File: src/rtl/cvt_issue_ctrl.sv
// cvt_issue_ctrl: front-end dispatcher for the float/int converter unit.
//
// Tagged convert requests are queued in a DEPTH-entry FIFO. They are issued to
// the converter one at a time. Each result is returned, with its tag, to
// register-file writeback over a valid/ready handshake.
//
// Build option: define CVT_TIMEOUT_EN to abort a conversion that shows no
// cv_done after TIMEOUT WAIT cycles. The aborted op is reported with
// wb_err = 1 and wb_data = 0. Without the macro, WAIT holds until cv_done and
// wb_err is tied to 0.
//
// Ports:
//   clk, rst        clock; asynchronous active-high reset
//   req_valid/ready request handshake (req_ready = FIFO not full)
//   req_mode        0 = float->int, 1 = int->float
//   req_data/tag    operand and destination register tag
//   cv_en           converter enable, high through ISSUE and WAIT
//   cv_start        one-cycle start pulse (ISSUE)
//   cv_mode/data    operation held from issue until the next pop
//   cv_done         converter done pulse (only honoured in WAIT)
//   cv_result       converter result, valid with cv_done
//   wb_valid/ready  writeback handshake
//   wb_tag/data     result tag and data, stable while wb_valid is high
//   wb_err          timeout flag qualifying wb_valid
//   busy            FIFO non-empty or an op in flight
module cvt_issue_ctrl #(
  parameter int unsigned DEPTH   = 4,
  parameter int unsigned TAG_W   = 5,
  parameter int unsigned TIMEOUT = 31
) (
  input  logic             clk,
  input  logic             rst,
  input  logic             req_valid,
  output logic             req_ready,
  input  logic             req_mode,
  input  logic [31:0]      req_data,
  input  logic [TAG_W-1:0] req_tag,
  output logic             cv_en,
  output logic             cv_start,
  output logic             cv_mode,
  output logic [31:0]      cv_data,
  input  logic             cv_done,
  input  logic [31:0]      cv_result,
  output logic             wb_valid,
  input  logic             wb_ready,
  output logic [TAG_W-1:0] wb_tag,
  output logic [31:0]      wb_data,
  output logic             wb_err,
  output logic             busy
);

  localparam int unsigned AW = $clog2(DEPTH);
  localparam int unsigned CW = $clog2(DEPTH + 1);
  localparam int unsigned DW = 32;

  typedef struct packed {
    logic             mode;
    logic [DW-1:0]    data;
    logic [TAG_W-1:0] tag;
  } req_t;

  typedef enum logic [1:0] {
    IDLE  = 2'd0,
    ISSUE = 2'd1,
    WAIT  = 2'd2,
    WB    = 2'd3
  } state_t;

  state_t        state;
  req_t          mem [DEPTH];
  req_t          cur;
  logic [AW-1:0] wr_ptr;
  logic [AW-1:0] rd_ptr;
  logic [CW-1:0] count;
  logic [CW-1:0] count_nxt;
  logic          push;
  logic          pop;
  logic          active_nxt;

`ifdef CVT_TIMEOUT_EN
  localparam logic [7:0] TO_LAST = 8'(TIMEOUT - 1);
  logic [7:0] wait_cnt;
`else
  assign wb_err = 1'b0;
`endif

  // An out-of-range TIMEOUT shows up as this named block in the elaborated hierarchy.
  if ((TIMEOUT < 1) || (TIMEOUT > 255)) begin : g_timeout_out_of_range
  end

  // FIFO handshake and occupancy; no bypass, so a pop only sees stored entries.
  always_comb begin
    push      = req_valid && req_ready;
    pop       = (state == IDLE) && (count != '0);
    count_nxt = count;
    if (push && !pop) begin
      count_nxt = count + CW'(1);
    end else if (!push && pop) begin
      count_nxt = count - CW'(1);
    end
  end

  // Whether an op will be in flight after this edge (feeds the registered busy).
  always_comb begin
    active_nxt = 1'b0;
    case (state)
      IDLE:    active_nxt = pop;
      ISSUE:   active_nxt = 1'b1;
      WAIT:    active_nxt = 1'b1;
      WB:      active_nxt = !wb_ready;
      default: active_nxt = 1'b0;
    endcase
  end

  // Request storage: payload only, so it needs no reset.
  always_ff @(posedge clk) begin
    if (push) begin
      mem[wr_ptr] <= '{mode: req_mode, data: req_data, tag: req_tag};
    end
  end

  // FIFO pointers, count and the status outputs derived from next-state values.
  always_ff @(posedge clk or posedge rst) begin
    if (rst) begin
      wr_ptr    <= '0;
      rd_ptr    <= '0;
      count     <= '0;
      req_ready <= 1'b1;
      busy      <= 1'b0;
    end else begin
      if (push) begin
        wr_ptr <= wr_ptr + AW'(1);
      end
      if (pop) begin
        rd_ptr <= rd_ptr + AW'(1);
      end
      count     <= count_nxt;
      req_ready <= (count_nxt != CW'(DEPTH));
      busy      <= (count_nxt != '0) || active_nxt;
    end
  end

  // Issue FSM: IDLE pops, ISSUE pulses start, WAIT collects the result, WB hands it off.
  always_ff @(posedge clk or posedge rst) begin
    if (rst) begin
      state    <= IDLE;
      cur      <= '0;
      cv_en    <= 1'b0;
      cv_start <= 1'b0;
      wb_valid <= 1'b0;
      wb_tag   <= '0;
      wb_data  <= '0;
`ifdef CVT_TIMEOUT_EN
      wb_err   <= 1'b0;
      wait_cnt <= '0;
`endif
    end else begin
      cv_start <= 1'b0;
      case (state)
        IDLE: begin
          if (pop) begin
            cur      <= mem[rd_ptr];
            cv_en    <= 1'b1;
            cv_start <= 1'b1;
            state    <= ISSUE;
          end
        end
        ISSUE: begin
`ifdef CVT_TIMEOUT_EN
          wait_cnt <= '0;
`endif
          state <= WAIT;
        end
        WAIT: begin
          if (cv_done) begin
            cv_en    <= 1'b0;
            wb_valid <= 1'b1;
            wb_tag   <= cur.tag;
            wb_data  <= cv_result;
            state    <= WB;
`ifdef CVT_TIMEOUT_EN
          end else if (wait_cnt == TO_LAST) begin
            // Abandon the op; any later cv_done lands outside WAIT and is dropped.
            cv_en    <= 1'b0;
            wb_valid <= 1'b1;
            wb_tag   <= cur.tag;
            wb_data  <= '0;
            wb_err   <= 1'b1;
            state    <= WB;
          end else begin
            wait_cnt <= wait_cnt + 8'd1;
`endif
          end
        end
        WB: begin
          if (wb_ready) begin
            wb_valid <= 1'b0;
`ifdef CVT_TIMEOUT_EN
            wb_err   <= 1'b0;
`endif
            state    <= IDLE;
          end
        end
        default: state <= IDLE;
      endcase
    end
  end

  assign cv_mode = cur.mode;
  assign cv_data = cur.data;

endmodule

File: config.mk
export PLATFORM = sky130hd
export DESIGN_NAME = cvt_issue_ctrl
export DESIGN_NICKNAME = d
export VERILOG_FILES = /design/src/rtl/cvt_issue_ctrl.sv
export SDC_FILE = /design/constraint.sdc
export NUM_CORES = 1
export LEC_CHECK = 0
export ABC_AREA = 1
export CAP_MARGIN = 10
export CORE_MARGIN = 10
export CORE_UTILIZATION = 58
export DETAILED_ROUTE_END_ITERATION = 8
export GPL_ROUTABILITY_DRIVEN = 0
export PLACE_DENSITY = 0.85
export SETUP_SLACK_MARGIN = 0.1
export SLEW_MARGIN = 15
export SYNTH_ARGS = -nofsm -noshare
export SYNTH_HDL_FRONTEND = slang
export SYNTH_SLANG_ARGS = --single-unit
File: constraint.sdc
create_clock -name clk -period 7.28 [get_ports clk]
set_input_delay 1.092 -clock clk [delete_from_list [all_inputs] [get_ports clk]]
set_output_delay 1.092 -clock clk [all_outputs]
set_load 0.03 [all_outputs]
After elaboration in Yosys (flattened, before gate mapping) --
Memories as Yosys holds them, arrays and structs flattened. A register that Yosys moved wholly into a read port is not among the register bits. Cells that the tools add are included.
Word-level totals: register bits after elaboration 51, input port bits 75, ROM bits 0, latch bits 0, logic and storage cells 59, bits in writable memories 152, memories 1, output and inout port bits 76
Memories:
- mem | words 4, width 38, rd ports 1, clocked after Yosys merged registers in 1, write ports 1, line 70 | req_t mem [DEPTH];
Operators by class: divide/modulo/power cells 0, shifts and indexed selects 0, bitwise gates (word level) 0, order comparisons 0, $mul 0, add/subtract/negate cells 4, reductions and logical operators 19, multiplexer cells 17, equal/unequal tests 7
Operator list (number):
- 3-bit AND reduction | 3
- 1-bit two-way mux | 8
- 2-bit one-hot mux with 4 select lines | 1
- 2-bit two-way mux | 3
- 3-bit two-way mux | 2
- 2-bit != test (second input constant) | 3
- 3-bit nonzero test | 2
- 2-bit by 1-bit adder with 2-bit output (second input constant) | 2
- 2-bit equality test (second input constant) | 2
- 1-bit logical AND | 4
- 1-bit one-hot mux with 2 select lines | 2
- 2-bit AND reduction | 2
- 2-bit nonzero test | 2
- 3-bit by 1-bit adder with 3-bit output (second input constant) | 1
- 1-bit logical NOT | 3
- 3-bit != test (second input constant) | 1
- 1-bit one-hot mux with 3 select lines | 1
- 3-bit by 1-bit subtractor with 3-bit output (second input constant) | 1
- 2-bit by 1-bit equality test with 1-bit output (second input constant) | 1
- 2-bit logical NOT | 1
- 2-bit OR reduction | 1
- 1-bit logical OR | 1

Longest topological paths before layout --
depth after elaboration 7, mapped depth 11, depth with buffers taken out 11

Worst setup path before layout --
No wires, ideal clock.
kind input to register, start point input port req_valid, end point memory mem[0][0] (netlist name) (enable), setup time 433 ps, required time 6847 ps, path buffers 0, stages 2, arrival 2818 ps, slack 4029 ps, cell sequence nand2_2 -> nor2_1
Between the ends: longest elaborated chain between the ends 3
Ends and longest elaborated chain:
- start, declared | line 33 | input logic req_valid,
- 1-bit logical AND | line 93 | push = req_valid && req_ready;
- 1-bit two-way mux | line 117 | if (push) begin
- 1-bit two-way mux (implied by the code) | line 118 | mem[wr_ptr] <= '{mode: req_mode, data: req_data, tag: req_tag};
- end, declared | line 70
Every way passes these cells.

Worst setup path in the final report --
start point register req_ready, end point output port req_ready
RTL lines:
- start, declared | line 34 | output logic req_ready,
- start signal, assigned | line 138 | req_ready <= (count_nxt != CW'(DEPTH));
No word-level cell between the ends.

==> metrics.csv <==
stage;metric;value;unit
logic_synthesis;async_flop_share;36.9;%
sta;hold_viol_final;0;
logic_synthesis;yosys.area_share.simple;10.2;%
logic_synthesis;synth_top_cell_by_area;edfxtp_1;
sta;fin_setup_tns;0;ns
logic_synthesis;synthTopCellsByCount;edfxtp_1 (152), nand2_1 (138), dfrtp_1 (88);
sta;slew_violations;0;
clocking;cts.sinks;241;
worst_setup_path;rr_startpoint;count[0];
floorplan;fp.dieW;149;um
logic_synthesis;ys_ff_latch;241;
sta;worst_pin_slew;0.975;ns
clocking;hold_buffers;0;
global_routing;grt_start_max_net_pins;78;
floorplan;io-pin-count;151;
clocking;cts_buffers;24;
logic_synthesis;syn_inst;752;
final_layout;finalNetCount;952;
pwr;clkPwrFrac;23.6;%
worst_setup_path;crit_fanout;2;
worst_setup_path;worstSetupStartpointType;register;
sta;fin_crit_sh;38.7;%
floorplan;core-area;16500;um2
worst_setup_path;r2r_end;busy;
logic_synthesis;seq_area_frac_synth;70.0;%
clocking;cts_resized;0;
logic_synthesis;syn_area;9700;um2
clocking;clkSlewWorstSetupHoldPaths;0.06;ns
drt;wl_met2;10500;um
worst_setup_path;r2r_setup_slack;4.69;ns
global_routing;track_usage;19.5;%
logic_synthesis;synthAdderAreaFrac;1.29;%
floorplan;start_util;58.9;%
min_path;hp-class;reg -> reg;
job;cap_violations;0;
final_layout;drive_above_1_share;14.5;%
worst_setup_path;slowest_delay;0.67;ns
logic_synthesis;synth_top_cell_area_share;47.0;%
worst_setup_path;path_buf_inv;1;
place;dp_hpwl;12900;um
drt;detail-route-antenna-nets;0;
logic_synthesis;syn_nets;837;
worst_setup_path;cpLargestDelayFamily;buffers and inverters;
place;place_inst;1061;
pwr;p_int;0.00356;W
logic_synthesis;ys_top_cells_by_area;edfxtp_1 (47%), dfrtp_1 (23%), nand2_1 (5.3%);
drt;drc;0;
worst_setup_path;path_class;reg -> out;
pwr;p_total;0.00569;W
pwr;p_leak;4.73;nW
sta;clock.fmax;355;MHz
pwr;powerDensity;476;nW/um2
drt;wl_met3;1720;um
worst_setup_path;r2r_cells;10;
sta;maxSlewHeadroom;35.0;%
worst_setup_path;slowest_stage;clkdlybuf4s50_1;
logic_synthesis;synth_xor_area_share;0.271;%
final_layout;fin_area;12000;um2
clocking;insertion_delay;0.52;ns
worst_setup_path;critical_path_arrival;1.72;ns
worst_setup_path;cp.required;6.19;ns
clocking;ctsLongestPathBuffers;3;
min_path;min_path_cells;2;
drt;num_vias;6078;
global_routing;antenna_found_initial;0;
floorplan;fp.dieArea;22300;um2
global_routing;grt_pass1_vias;6296;
pwr;ir_drop;337;uV
drt;dr.max_layer_used;met4;
sta;rsz0062_at_grt;no;
place;dpl_cell_area;11100;um2
outcome;status;finished clean;
worst_setup_path;worst_setup_path_end_kind;output port;
sta;min_period;2.81;ns
clocking;htreeDepth;1;
worst_setup_path;crit_chain;clkdlybuf4s50_1;
drt;routed_wl;21900;um
drt;drt-met1-wl;9150;um
drt;drt_iter0_drc;552;
global_routing;overflow;0;
logic_synthesis;syn-mean-instance-area;12.9;um2
logic_synthesis;synth-edff-count;152;
drt;wl_per_cell;19.8;um
logic_synthesis;synth_compound_area_share;7.11;%
pwr;swShare;37.5;%
logic_synthesis;synthMuxAreaShare;4.87;%
drt;dr.pass1.iters;5;
pwr;seqPwrFrac;36.4;%
clocking;cts_root_buf;clkbuf_16;
sta;holdWs;0.477;ns
final_layout;syn2layout_area_growth;23.3;%
final_layout;final_cells;1106;
logic_synthesis;ys_types;27;
min_path;min_to;cv_data[19];
floorplan;rows;47;
pwr;pwr-share-comb;40.0;%
logic_synthesis;synth_top_family_by_area;simple AND/OR/NAND/NOR gates;
sta;fin_skew;0.0127;ns
place;numPortBuffers;149;
logic_synthesis;ys.flop_type;edfxtp_1;
global_routing;grt_pass1_wl;34300;um
min_path;hp-start;cv_data[19];
pwr;power_switching;0.00214;W
clocking;cts_tree;yes;
sta;setup_viol;0;
floorplan;die_h;149;um
logic_synthesis;synth.most_common_cell;edfxtp_1;
logic_synthesis;yosysWarnings;0;
clocking;post_cts_buffers;0;
drt;avgViaCountPerCell;5.50;
==> cell type report <==
cell class	instances	area, um2
flip-flops and latches	241	6790
fillers	1008	4500
multi-input cells	413	2340
repair buffers	159	1570
clock buffers	26	628
well taps	220	275
clock inverters	18	246
inverters	28	109
diodes	1	2.50
==> metal layers <==
| layer | GRT usage (%) | vias up |
|---|---|---|
| met3 | 4.34 | 41 |
| met1 | 25.4 | 2983 |
| met5 | 0 | - |
| li1 | - | 2788 |
| met2 | 31.6 | 266 |
| met4 | 6.77 | 0 |
==> power groups by stage <==
stage | Clock [W] | Sequential, W | Combinational, W
5_1_grt | 0.00142 | 0.00211 | 0.00247
6_report | 0.00134 | 0.00207 | 0.00228
4_1_cts | 0.00135 | 0.00207 | 0.00230
3_3_place_gp | 0 | 0.00207 | 0.00220
2_1_floorplan | 0 | 0.00229 | 0.00143
3_5_place_dp | 0 | 0.00209 | 0.00227
==> per-stage QoR <==
step / util [%] / setup WS [ns]
detailed placement: 67.3 / 4.50
global placement: 67.3 / 4.52
CTS: 72.7 / 4.45
global route: 72.7 / 4.42
floorplan: - / 3.88
finish: 72.7 / 4.47
==> flip-flops by register name, indices dropped and copies added (netlist names), 2 cells and up <==
name and count:
cur 5, wb_data 32, count 3, state 2, wb_tag 5, cv_data 32
mem 152, wr_ptr 2, rd_ptr 2
==> cell families after synthesis <==
group | Yosys count
adder cells (fa/ha/maj) | 10
multiplexers | 32
XOR/XNOR | 3
buffers and inverters | 98
flip-flops | 241
AO/OA/AOI/OAI | 129
other | 1
AND/OR/NAND/NOR | 238
==> cell usage in the layout, fill, tap and decap left out, drive strengths merged, types with 10 or more instances in the layout <==
cell           Yosys  final
nand2            140    140
edfxtp           152    152
o21ai             94     94
buf               67     10
o22ai             33     33
clkbuf             3     26
ha                10     10
clkdlybuf4s50      0    149
inv               28     28
dfrtp             88     88
clkinv             0     10
nor2              88     88
mux2              32     32
==> worst max-delay path by stage <==
stage	end	slack [ns]	cells past startpoint	start
floorplan	busy	3.88	1	rst
global placement	mem[3][13]	4.52	4	req_valid
detailed placement	mem[0][14]	4.50	4	req_valid
CTS	req_ready	4.45	1	req_ready
global route	req_ready	4.42	1	req_ready
finish	req_ready	4.47	1	req_ready
Note: power is estimated with default switching activity, not from simulation.
